==> src/rtl/uart_tx_if.sv <==
// Byte handshake between an upstream producer and uart_tx: data/valid in, ready back.
// Ready means the one-entry holding buffer is empty; valid is ignored while ready is low.
interface uart_tx_if;
   logic [7:0] tx_data;
   logic       tx_valid;
   logic       tx_ready;

   modport master (output tx_data, output tx_valid, input tx_ready);
   modport slave  (input tx_data, input tx_valid, output tx_ready);
endinterface

==> src/rtl/uart_tx.sv <==
// Double-buffered UART transmitter: start, DATA_BITS LSB-first, optional parity, 1-2 stops.
// A buffered byte starts on the next T_byte (back-to-back with no idle gap); ready drops while the buffer is full.
module uart_tx #(
   parameter int DATA_BITS  = 8,
   parameter int PARITY_EN  = 0,
   parameter int PARITY_ODD = 0,
   parameter int STOP_BITS  = 1
) (
   input  logic     clock,
   input  logic     reset,
   input  logic     T_byte,
   uart_tx_if.slave up,
   output logic     Serial_out,
   output logic     tx_busy,
   output logic     tx_done
);
   typedef enum logic [2:0] {
      IDLE   = 3'd0,
      START  = 3'd1,
      DATA   = 3'd2,
      PARITY = 3'd3,
      STOP   = 3'd4
   } state_t;

   localparam logic [2:0] LAST_BIT  = 3'(DATA_BITS - 1);
   localparam logic       LAST_STOP = (STOP_BITS == 2);
   localparam logic [7:0] DATA_MASK = 8'((1 << DATA_BITS) - 1);
   localparam logic       ODD       = (PARITY_ODD != 0);

   state_t     state_q, state_d;
   logic [7:0] hold_data_q, hold_data_d;
   logic       hold_full_q, hold_full_d;
   logic [7:0] shift_q, shift_d;
   logic [2:0] bit_cnt_q, bit_cnt_d;
   logic       stop_cnt_q, stop_cnt_d;
   logic       par_q, par_d;
   logic       ser_q, ser_d;
   logic       done_q, done_d;
   logic       accept;
   logic       load;

   assign accept      = up.tx_valid && !hold_full_q;
   assign up.tx_ready = !hold_full_q;
   assign Serial_out  = ser_q;
   assign tx_busy     = (state_q != IDLE);
   assign tx_done     = done_q;

   always_comb begin
      state_d     = state_q;
      hold_data_d = hold_data_q;
      hold_full_d = hold_full_q;
      shift_d     = shift_q;
      bit_cnt_d   = bit_cnt_q;
      stop_cnt_d  = stop_cnt_q;
      par_d       = par_q;
      ser_d       = ser_q;
      done_d      = 1'b0;
      load        = 1'b0;

      case (state_q)
         IDLE: begin
            ser_d = 1'b1;
            if (T_byte && hold_full_q) load = 1'b1;
         end
         START: if (T_byte) begin
            ser_d     = shift_q[0];
            bit_cnt_d = '0;
            state_d   = DATA;
         end
         DATA: if (T_byte) begin
            bit_cnt_d = bit_cnt_q + 3'd1;
            if (bit_cnt_q < LAST_BIT) begin
               shift_d = shift_q >> 1;
               ser_d   = shift_q[1];
            end else if (PARITY_EN != 0) begin
               ser_d   = par_q;
               state_d = PARITY;
            end else begin
               ser_d      = 1'b1;
               stop_cnt_d = 1'b0;
               state_d    = STOP;
            end
         end
         PARITY: if (T_byte) begin
            ser_d      = 1'b1;
            stop_cnt_d = 1'b0;
            state_d    = STOP;
         end
         STOP: if (T_byte) begin
            if (stop_cnt_q == LAST_STOP) begin
               done_d = 1'b1;
               if (hold_full_q) begin
                  load = 1'b1;
               end else begin
                  ser_d   = 1'b1;
                  state_d = IDLE;
               end
            end else begin
               stop_cnt_d = stop_cnt_q + 1'b1;
            end
         end
         default: begin
            state_d = IDLE;
            ser_d   = 1'b1;
         end
      endcase

      // Parity is latched with the byte so later buffer writes cannot disturb it.
      if (load) begin
         shift_d     = hold_data_q;
         par_d       = ^(hold_data_q & DATA_MASK) ^ ODD;
         ser_d       = 1'b0;
         state_d     = START;
         hold_full_d = 1'b0;
      end
      if (accept) begin
         hold_data_d = up.tx_data;
         hold_full_d = 1'b1;
      end
   end

   always_ff @(posedge clock or negedge reset) begin
      if (!reset) begin
         state_q     <= IDLE;
         hold_data_q <= '0;
         hold_full_q <= 1'b0;
         shift_q     <= '0;
         bit_cnt_q   <= '0;
         stop_cnt_q  <= 1'b0;
         par_q       <= 1'b0;
         ser_q       <= 1'b1;
         done_q      <= 1'b0;
      end else begin
         state_q     <= state_d;
         hold_data_q <= hold_data_d;
         hold_full_q <= hold_full_d;
         shift_q     <= shift_d;
         bit_cnt_q   <= bit_cnt_d;
         stop_cnt_q  <= stop_cnt_d;
         par_q       <= par_d;
         ser_q       <= ser_d;
         done_q      <= done_d;
      end
   end
endmodule
==> src/flat_wrapper.sv <==
// flat-port wrapper written by rule: the top's interface ports become plain ports
module uart_tx_flat 
#(
   parameter int DATA_BITS  = 8,
   parameter int PARITY_EN  = 0,
   parameter int PARITY_ODD = 0,
   parameter int STOP_BITS  = 1
)
  (clock, reset, T_byte, Serial_out, tx_busy, tx_done, up_tx_data, up_tx_valid, up_tx_ready);
  uart_tx_if up_i ();
  input  logic clock;
  input  logic reset;
  input  logic T_byte;
  output logic Serial_out;
  output logic tx_busy;
  output logic tx_done;
  input wire logic [$bits(up_i.tx_data)-1:0] up_tx_data;
  input wire logic [$bits(up_i.tx_valid)-1:0] up_tx_valid;
  output wire logic [$bits(up_i.tx_ready)-1:0] up_tx_ready;
  assign up_i.tx_data = up_tx_data;
  assign up_i.tx_valid = up_tx_valid;
  assign up_tx_ready = up_i.tx_ready;
  uart_tx #(.DATA_BITS(DATA_BITS), .PARITY_EN(PARITY_EN), .PARITY_ODD(PARITY_ODD), .STOP_BITS(STOP_BITS)) u_core (.clock(clock), .reset(reset), .T_byte(T_byte), .up(up_i), .Serial_out(Serial_out), .tx_busy(tx_busy), .tx_done(tx_done));
endmodule
==> config.mk <==
export PLATFORM = sky130hd
export DESIGN_NAME = uart_tx_flat
export DESIGN_NICKNAME = d
export VERILOG_FILES = /design/src/rtl/uart_tx_if.sv /design/src/rtl/uart_tx.sv /design/src/flat_wrapper.sv
export SDC_FILE = /design/constraint.sdc
export NUM_CORES = 1
export LEC_CHECK = 0
export ABC_CLOCK_PERIOD_IN_PS = 2100
export BUFFER_PORTS_ARGS = -buffer_cell sky130_fd_sc_hd__buf_2
export CAP_MARGIN = 5
export CORE_MARGIN = 4
export CORE_UTILIZATION = 45
export CTS_CLUSTER_SIZE = 30
export DETAILED_ROUTE_END_ITERATION = 8
export PLACE_DENSITY = 0.66
export SLEW_MARGIN = 20
export SYNTH_ARGS = -nofsm -noshare
export SYNTH_HDL_FRONTEND = slang
export SYNTH_SLANG_ARGS = --single-unit
==> constraint.sdc <==
create_clock -name clock -period 2.1 [get_ports clock]
set_clock_uncertainty 0.2 [all_clocks]
set_input_delay 0 -clock clock [delete_from_list [all_inputs] [get_ports clock]]
set_output_delay 0 -clock clock [all_outputs]
set_load 0.01 [all_outputs]
==> impl_metrics.csv, run 1 <==
group,metric,value,unit
floorplan,dieHeight,60.1,µm
critical_path,critPathRequiredTime,2170,ps
cells_and_area,nets,154,
cts,cts.reportedPaths.clkPinSlew,140,ps
timing,finalCritPeriodShare,0.816,
critical_path,crit_path_end_kind,"flop",
global_route,antenna_found_initial,0,
logic_synthesis,synth_xor_area_frac,0,
global_route,grt-ovfl-total,0,
logic_synthesis,yosysTopAreaCell,"dfrtp_1",
global_route,grt_pass1_wl,4170,µm
critical_path,start_kind,"flop",
timing,fmax,583,MHz
logic_synthesis,syn_area_per_cell,10.6,µm²
floorplan,io_pins,16,
timing,rsz0062_at_grt,"no",
logic_synthesis,ys_warn_count,0,
logic_synthesis,synth_top_family_by_area,"simple AND/OR/NAND/NOR gates",
drt,dr.pass1.iters,4,
placement,place_hpwl,1590,µm
status,status,"completed",
drt,viasPerCell,5.50,
cts,cts_sinks,25,
timing,hold_viol_final,0,
pwr,p_per_area,1300,mW/mm²
cells_and_area,area_growth,18.7,%
cts,htree_levels,1,
timing,tightestPinTransition,514,ps
logic_synthesis,yosys.area.top_type_share,0.491,
critical_path,crit_fanout,16,
logic_synthesis,syn_area,0.00122,mm²
global_route,grt_pass1_vias,931,
cells_and_area,final_cell_mix,"24 x dfrtp_1, 17 x nand2_1, 16 x buf_2, 12 x dlygate4sd3_1, 8 x mux2_2",
drt,post-route-drc-count,0,
global_route,grt_usage,0.157,
drt,routed_wl,2390,µm
logic_synthesis,synth_compound_area_frac,0.137,
cts,cts_root_buf,"clkbuf_4",
cells_and_area,mostFrequentLayoutCell,"dfrtp_1",
floorplan,die_area,0.00362,mm²
pwr,clkPwrFrac,0.111,
logic_synthesis,synth_cells,115,
logic_synthesis,yosys.area_share.simple,0.214,
timing,min_period,1710,ps
cells_and_area,instances_no_fill,170,
global_route,grt_max_degree,25,
placement,pre_cts_slack,385,ps
logic_synthesis,synthMuxAreaShare,0.0859,
drt,ant_nets,0,
pwr,power.net_switching,0.699,mW
critical_path,arrival,1780,ps
cells_and_area,n_antenna_cell,0,
floorplan,row_count,18,
critical_path,crit_type,"flop to flop",
logic_synthesis,yosys_register_bits,25,
floorplan,core_area,0.00254,mm²
timing,setup_slack,386,ps
logic_synthesis,ys_seq_area_frac,0.512,
floorplan,floorplan.initialDensity,0.481,
placement,gp_congestion,0.737,
pwr,seqPwrFrac,0.491,
drt,num_vias,935,
logic_synthesis,synth-edff-count,0,
logic_synthesis,synth_async_sr_flop_share,1.00,
pwr,p_sw_frac,0.370,
logic_synthesis,yosysUniqueCellTypes,36,
pwr,comb_power_share,0.398,
pwr,p_leak,0.628,nW
timing,setup_tns,0,ps
pwr,total_power,1.89,mW
drt,routedWlPerCell,14.1,µm
pwr,ir_worst_vdd,0.000806,V
logic_synthesis,synthAdderAreaFrac,0.0102,
cts,cts_buffers,3,
logic_synthesis,syn_nets,128,
cells_and_area,fillerInstances,242,
placement,placedCellCount,153,
logic_synthesis,synth_ff_type,"dfrtp_1",
drt,drt_iter0_markers,21,
cts,clk_latency,320,ps
floorplan,die_w,60.1,µm
flow_run,drv_cap,0,
cts,tritoncts,"yes",
cells_and_area,layout-drive-gt1-share,0.271,
timing,slew-limit-headroom,0.657,
timing,finalMaxSlewViolations,0,
timing,setup-violations-final,0,
pwr,power.internal,1.19,mW
logic_synthesis,synth_area_leaders,"dfrtp_1 49%, mux2_2 7.4%, nand2_1 5.2%",
cts,cts_buffer_depth,2,
placement,port_buffers,15,
min_path,holdCritPathClass,"primary input to async pin",
Yosys cell counts, drive strengths merged, types with 2 or more instances:
cell    count
nand3       7
mux2        9
dfrtp      24
buf         8
a22o        2
nand3b      2
o22ai       2
nor2        5
and3b       2
or2         2
a21oi       2
nand2      17
inv         2
o21ai       6
nand2b      4
a31oi       2
o211ai      6
power groups by stage:
stage | combinational (mW) | sequential [mW] | clock [mW]
3_3_place_gp | 0.716 | 0.925 | 0
2_1_floorplan | 0.653 | 0.846 | 0
5_1_grt | 0.848 | 0.972 | 0.245
4_1_cts | 0.761 | 0.926 | 0.224
6_report | 0.753 | 0.928 | 0.211
3_5_place_dp | 0.741 | 0.937 | 0
per-layer routing:
metal  part of all wire  global-route usage
met1               0.48               0.197
met2               0.47               0.261
met3              0.044              0.0389
met4              0.010              0.0570
met5                  0                   0
logic make-up after synthesis:
group	after synthesis
buffers and inverters	10
flip-flops	25
adder cells (fa/ha/maj)	1
AO/OA/AOI/OAI	24
multiplexers	9
AND/OR/NAND/NOR	46
sequential cells by signal, indices dropped and copies added, names as in the netlist:
signal,count
u_core.hold_data_q,8
u_core.tx_done,1
u_core.bit_cnt_q,3
u_core.state_q,3
u_core.hold_full_q,1
u_core.shift_q,8
u_core.Serial_out,1
final cells by class:
class | instances | area (µm²) | area share
Tap cell | 30 | 37.5 | 0.0258
Timing Repair Buffer | 29 | 208 | 0.143
Inverter | 2 | 7.51 | 0.00517
Clock buffer | 4 | 26.3 | 0.0181
Multi-Input combinational cell | 80 | 547 | 0.376
Sequential cell | 25 | 627 | 0.432
through the flow:
step                hold WS (ps)  cell area, µm²  utilization
global placement            -181            1300        0.511
floorplan                   -496            1220            -
CTS                          223            1460        0.573
global route                 121            1450        0.571
finish                      55.8            1450        0.571
detailed placement          -181            1300        0.511
worst paths after layout:
path / start / to / slack (ps) / cells after the start
worst max-delay path: u_core.state_q[1] / u_core.Serial_out / 390 / 3
worst min-delay path: reset / u_core.hold_data_q[6] / 60 / 3
worst max register to register: u_core.state_q[1] / u_core.Serial_out / 390 / 3
worst min register to register: u_core.hold_data_q[6] / u_core.shift_q[6] / 320 / 2
max in group asynchronous: reset / u_core.Serial_out / 1200 / 3
min in group clock: up_tx_data[6] / u_core.hold_data_q[6] / 230 / 3
worst max-delay path: stages (launching register included):
cell and delay (ps):
dfrtp_1 560, or3_4 450, and3b_1 180, mux2_4 290
repair_timing:
action | in CTS | in global routing
hold buffers | 13 | 0
buffers inserted | 0 | 0
setup endpoints to repair | 0 | 0
gates resized for setup | 0 | 0
endpoints found under the hold margin | 38 | 0
No activity file was read; power rests on OpenSTA's default activity.
==> run 2, diff against run 1 <==
- ABC_CLOCK_PERIOD_IN_PS: 2100 -> 1750
- clock period: 2.1 -> 1.75 ns (I/O delays scaled with it)
==> run 2 against run 1 <==
Compared with the run above: largest cell class unchanged; die area stayed put; final cell count grew 4.7%; sequential power grew 13%; register-to-register slack worse by 210 ps; non-clock buffer count rose by 8; via count grew 1.9%; critical path type unchanged.
==> impl_metrics.csv, run 2 (synthesis results as in run 1) <==
group,metric,value,unit
critical_path,cp.buffers_inverters,0,
floorplan,die_area,0.00362,mm²
status,status,"completed",
cells_and_area,final_cell_mix,"24 x dfrtp_1, 17 x nand2_1, 15 x buf_2, 14 x dlygate4sd3_1",
critical_path,crit_type,"flop to flop",
critical_path,critPathRequiredTime,1800,ps
timing,finalMaxSlewViolations,0,
drt,dr.pass1.iters,4,
min_path,holdCritPathClass,"primary input to flop",
pwr,power.internal,1.52,mW
pwr,seqPwrFrac,0.443,
cts,cts_sinks,25,
timing,setup_tns,0,ps
global_route,grt_usage,0.153,
pwr,clkPwrFrac,0.108,
placement,gp_congestion,0.774,
placement,place_hpwl,1620,µm
cts,cts.reportedPaths.clkPinSlew,140,ps
cells_and_area,multi_input_area,547,µm²
critical_path,max_stage_delay,490,ps
cells_and_area,fillerInstances,222,
cells_and_area,layout-drive-gt1-share,0.304,
global_route,antenna_found_initial,0,
timing,hold_viol_final,0,
pwr,total_power,2.37,mW
critical_path,crit_chain,"or3_4, and3b_1, mux2_4",
drt,drt_iter0_markers,32,
timing,tightestPinTransition,663,ps
cts,tritoncts,"yes",
pwr,power.net_switching,0.858,mW
timing,fmax,634,MHz
floorplan,core_area,0.00254,mm²
cells_and_area,area_growth,24.5,%
drt,post-route-drc-count,0,
floorplan,die_w,60.1,µm
cts,clk_latency,310,ps
critical_path,crit_fanout,11,
cts,cts_setup_buffers,0,
critical_path,crit_path_top_delay_cell,"dfrtp_1",
global_route,grt-ovfl-total,0,
pwr,ir_worst_vdd,0.000996,V
cts,htree_levels,1,
pwr,comb_power_share,0.449,
global_route,grtUsageMet3,0.0281,
critical_path,arrival,1630,ps
floorplan,floorplan.initialDensity,0.481,
global_route,grt_pass1_wl,4100,µm
drt,num_vias,953,
cts,ctsResizeCount,0,
global_route,busiest_layer,"met2",
cts,cts_buffers,3,
global_route,grt_pass1_vias,959,
floorplan,row_count,18,
global_route,grt_use_met1,0.194,
flow_run,drv_cap,0,
critical_path,start_kind,"flop",
pwr,p_sw_frac,0.361,
timing,slew-limit-headroom,0.557,
cells_and_area,register_area,627,µm²
drt,ant_nets,0,
timing,min_period,1580,ps
floorplan,dieHeight,60.1,µm
timing,setup-violations-final,0,
cts,cts_root_buf,"clkbuf_4",
cells_and_area,reg.largest.list,"u_core.hold_data_q: 8 flops, u_core.shift_q: 8 flops",
pwr,p_leak,0.665,nW
global_route,grt_use_met2,0.256,
cells_and_area,mostFrequentLayoutCell,"dfrtp_1",
cts,cts_buffer_depth,2,
drt,routed_wl,2360,µm
critical_path,r2r_setup_slack,170,ps
cells_and_area,n_antenna_cell,0,
cells_and_area,nets,162,
timing,holdWs,241,ps
critical_path,crit_family,"simple AND/OR/NAND/NOR gates",
drt,viasPerCell,5.35,
global_route,grt_max_degree,16,
drt,routedWlPerCell,13.2,µm
pwr,p_per_area,1560,mW/mm²
timing,finalCritPeriodShare,0.902,
critical_path,crit_path_end_kind,"flop",
placement,port_buffers,15,
floorplan,io_pins,16,
timing,rsz0062_at_grt,"no",
==> run 2: power by group through the flow <==
stage,Sequential (mW),Clock (mW),Combinational [mW]
after detailed placement,1.06,0,1.05
after CTS,1.05,0.276,1.08
after floorplan,1.02,0,0.784
final,1.05,0.257,1.07
after global placement,1.05,0,1.02
after global routing,1.09,0.313,1.20
==> run 2: layout make-up <==
cell class              count  share of cell area
clock buffers               3              0.0148
clock inverters             1             0.00493
inverters                   2             0.00493
multi-input cells          80               0.359
flip-flops and latches     25               0.411
well taps                  30              0.0246
repair buffers             37               0.181
==> run 2: worst min-delay path: cells and delay by family <==
kind | cells | cell delay (ps)
buffers and inverters | 2 | 610
multiplexers | 1 | 120
==> run 2: repair_timing <==
item / in CTS / in global routing
hold endpoints to repair: 38 / 0
hold buffers: 14 / 0
endpoints found under the setup margin: 0 / 0
==> run 2: final timing paths <==
| kind | from | endpoint | cells after the start |
|---|---|---|---|
| worst max-delay path | u_core.state_q[2] | u_core.Serial_out | 3 |
| worst min-delay path | up_tx_data[3] | u_core.hold_data_q[3] | 3 |
| worst max register to register | u_core.state_q[2] | u_core.Serial_out | 3 |
| worst min register to register | u_core.hold_data_q[2] | u_core.shift_q[2] | 2 |
| max in group asynchronous | reset | u_core.shift_q[1] | 3 |
| min in group asynchronous | reset | u_core.state_q[0] | 3 |
==> run 2: routing by layer <==
metal  wire (µm)  up-vias
met5           0        -
met4          15        0
met3          93        2
met2        1140       16
met1        1110      459
li1            -      476
==> run 2: per-stage QoR <==
| step | util | std cells | cell area [µm²] | setup WS, ps |
|---|---|---|---|---|
| 3_5_place_dp | 0.532 | 160 | 1350 | 189 |
| 6_report | 0.599 | 178 | 1520 | 172 |
| 4_1_cts | 0.599 | 178 | 1520 | 166 |
| 3_3_place_gp | 0.532 | 160 | 1350 | 217 |
| 2_1_floorplan | - | 115 | 1220 | 199 |
| 5_1_grt | 0.599 | 178 | 1520 | 82.4 |
==> run 3, diff against run 2 <==
- CORE_ASPECT_RATIO: not set -> 0.5
==> run 3 against run 2 <==
Compared with the run above: sequential power barely moved; flip-flop and latch count did not move; via count fell by 2.2%; combinational power barely moved; global-route usage fell by 0.39 points; power rose by 2.7%.
==> impl_metrics.csv, run 3 (synthesis results as in run 1) <==
group,metric,value,unit
timing,hold_viol_final,0,
status,status,"completed",
critical_path,arrival,1610,ps
pwr,ir_worst_vdd,0.000993,V
floorplan,die_w,81.7,µm
critical_path,start_kind,"flop",
pwr,p_sw_frac,0.359,
pwr,power.internal,1.56,mW
cells_and_area,fin_util,0.579,
min_path,holdCritPathClass,"primary input to async pin",
timing,slew-limit-headroom,0.627,
timing,finalCritPeriodShare,0.916,
floorplan,dieHeight,44.9,µm
drt,routedWlPerCell,13.0,µm
floorplan,io_pins,16,
cts,tritoncts,"yes",
timing,fmax,624,MHz
global_route,grt_pass1_wl,4150,µm
cells_and_area,reg.largest.list,"u_core.hold_data_q: 8 flops, u_core.shift_q: 8 flops",
placement,place_hpwl,1510,µm
timing,holdWs,40.7,ps
placement,placedCellCount,165,
placement,gp_congestion,0.811,
pwr,p_per_area,1620,mW/mm²
drt,routed_wl,2340,µm
cts,cts.reportedPaths.clkPinSlew,90,ps
critical_path,r2r_setup_slack,150,ps
drt,viasPerCell,5.18,
cts,cts_setup_buffers,0,
pwr,p_leak,0.650,nW
drt,dr.pass1.iters,4,
cts,clk_latency,280,ps
cts,cts_root_buf,"clkbuf_8",
cells_and_area,nets,157,
pwr,power.net_switching,0.875,mW
timing,rsz0062_at_grt,"no",
timing,tightestPinTransition,559,ps
flow_run,drv_cap,0,
global_route,grt_usage,0.149,
critical_path,crit_fanout,11,
floorplan,floorplan.initialDensity,0.470,
cells_and_area,area_growth,23.1,%
pwr,clkPwrFrac,0.148,
cts,htree_levels,1,
drt,ant_nets,0,
drt,num_vias,932,
global_route,grt_max_degree,26,
pwr,seqPwrFrac,0.426,
global_route,grt-ovfl-total,0,
drt,post-route-drc-count,0,
timing,finalMaxSlewViolations,0,
cts,cts_buffer_depth,2,
placement,port_buffers,15,
critical_path,crit_type,"flop to flop",
cts,ctsResizeCount,0,
pwr,comb_power_share,0.426,
floorplan,row_count,13,
cells_and_area,final_cell_mix,"24 x dfrtp_1, 17 x nand2_1, 15 x buf_2, 11 x dlygate4sd3_1, 8 x mux2_2",
critical_path,critPathRequiredTime,1760,ps
global_route,antenna_found_initial,0,
timing,setup_tns,0,ps
placement,pre_cts_slack,180,ps
global_route,grt_pass1_vias,885,
cells_and_area,mostFrequentLayoutCell,"dfrtp_1",
timing,min_period,1600,ps
floorplan,core_area,0.00260,mm²
drt,drt_iter0_markers,83,
cells_and_area,n_antenna_cell,0,
critical_path,crit_path_end_kind,"flop",
cells_and_area,layout-drive-gt1-share,0.301,
timing,setup-violations-final,0,
floorplan,die_area,0.00367,mm²
cells_and_area,instances_no_fill,180,
timing,setup_slack,146,ps
cts,cts_sinks,25,
cts,cts_buffers,3,
## run 3: cell types whose count changed in the layout (fill, tap and decap cells not counted), sizes merged
cell,previous run,this run
buf,23,21
dlygate4sd3,14,11
## run 3: worst paths after layout
check	startpoint	to	depth (start not counted)
setup / recovery	u_core.state_q[2]	u_core.Serial_out	3
hold / removal	reset	u_core.hold_data_q[1]	2
setup reg to reg	u_core.state_q[2]	u_core.Serial_out	3
hold reg to reg	u_core.hold_data_q[7]	u_core.shift_q[7]	2
max in group asynchronous	reset	u_core.Serial_out	2
min in group clock	up_tx_data[4]	u_core.hold_data_q[4]	3
## run 3: timing repair
action / CTS / global route
hold buffers: 11 / 0
endpoints found under the setup margin: 0 / 0
hold endpoints to repair: 38 / 0
## run 3: through the flow
stage          power [mW]  cell area (µm²)
4_1_cts              2.45             1510
3_3_place_gp         2.05             1350
2_1_floorplan        1.80             1220
6_report             2.44             1510
3_5_place_dp         2.07             1350
5_1_grt              2.64             1510
## run 3: power by group through the flow
stage | sequential (mW) | combinational (mW) | clock (mW)
after floorplan | 1.02 | 0.784 | 0
after global placement | 1.04 | 1.00 | 0
after detailed placement | 1.05 | 1.02 | 0
after CTS | 1.04 | 1.04 | 0.364
after global routing | 1.08 | 1.16 | 0.395
final | 1.04 | 1.04 | 0.360
## run 3: critical path, stage by stage (launching register included)
cell,delay [ps]
dfrtp_1,500
or3_4,370
and3b_1,180
mux2_4,290
## run 3: layout make-up
class / instances / area, µm²
fillers: 233 / 1100
flip-flops and latches: 25 / 627
multi-input cells: 80 / 547
repair buffers: 32 / 230
well taps: 37 / 46.3
clock buffers: 3 / 41.3
clock inverters: 1 / 7.51
inverters: 2 / 7.51
## run 3: metal layers
metal,part of all wire,wire length (µm),vias to the layer above,track usage
met5,0,0,-,0
met4,0.0030,7,0,0.0298
met3,0.045,105,2,0.0498
met2,0.46,1070,21,0.234
met1,0.49,1150,443,0.203
li1,-,-,466,-
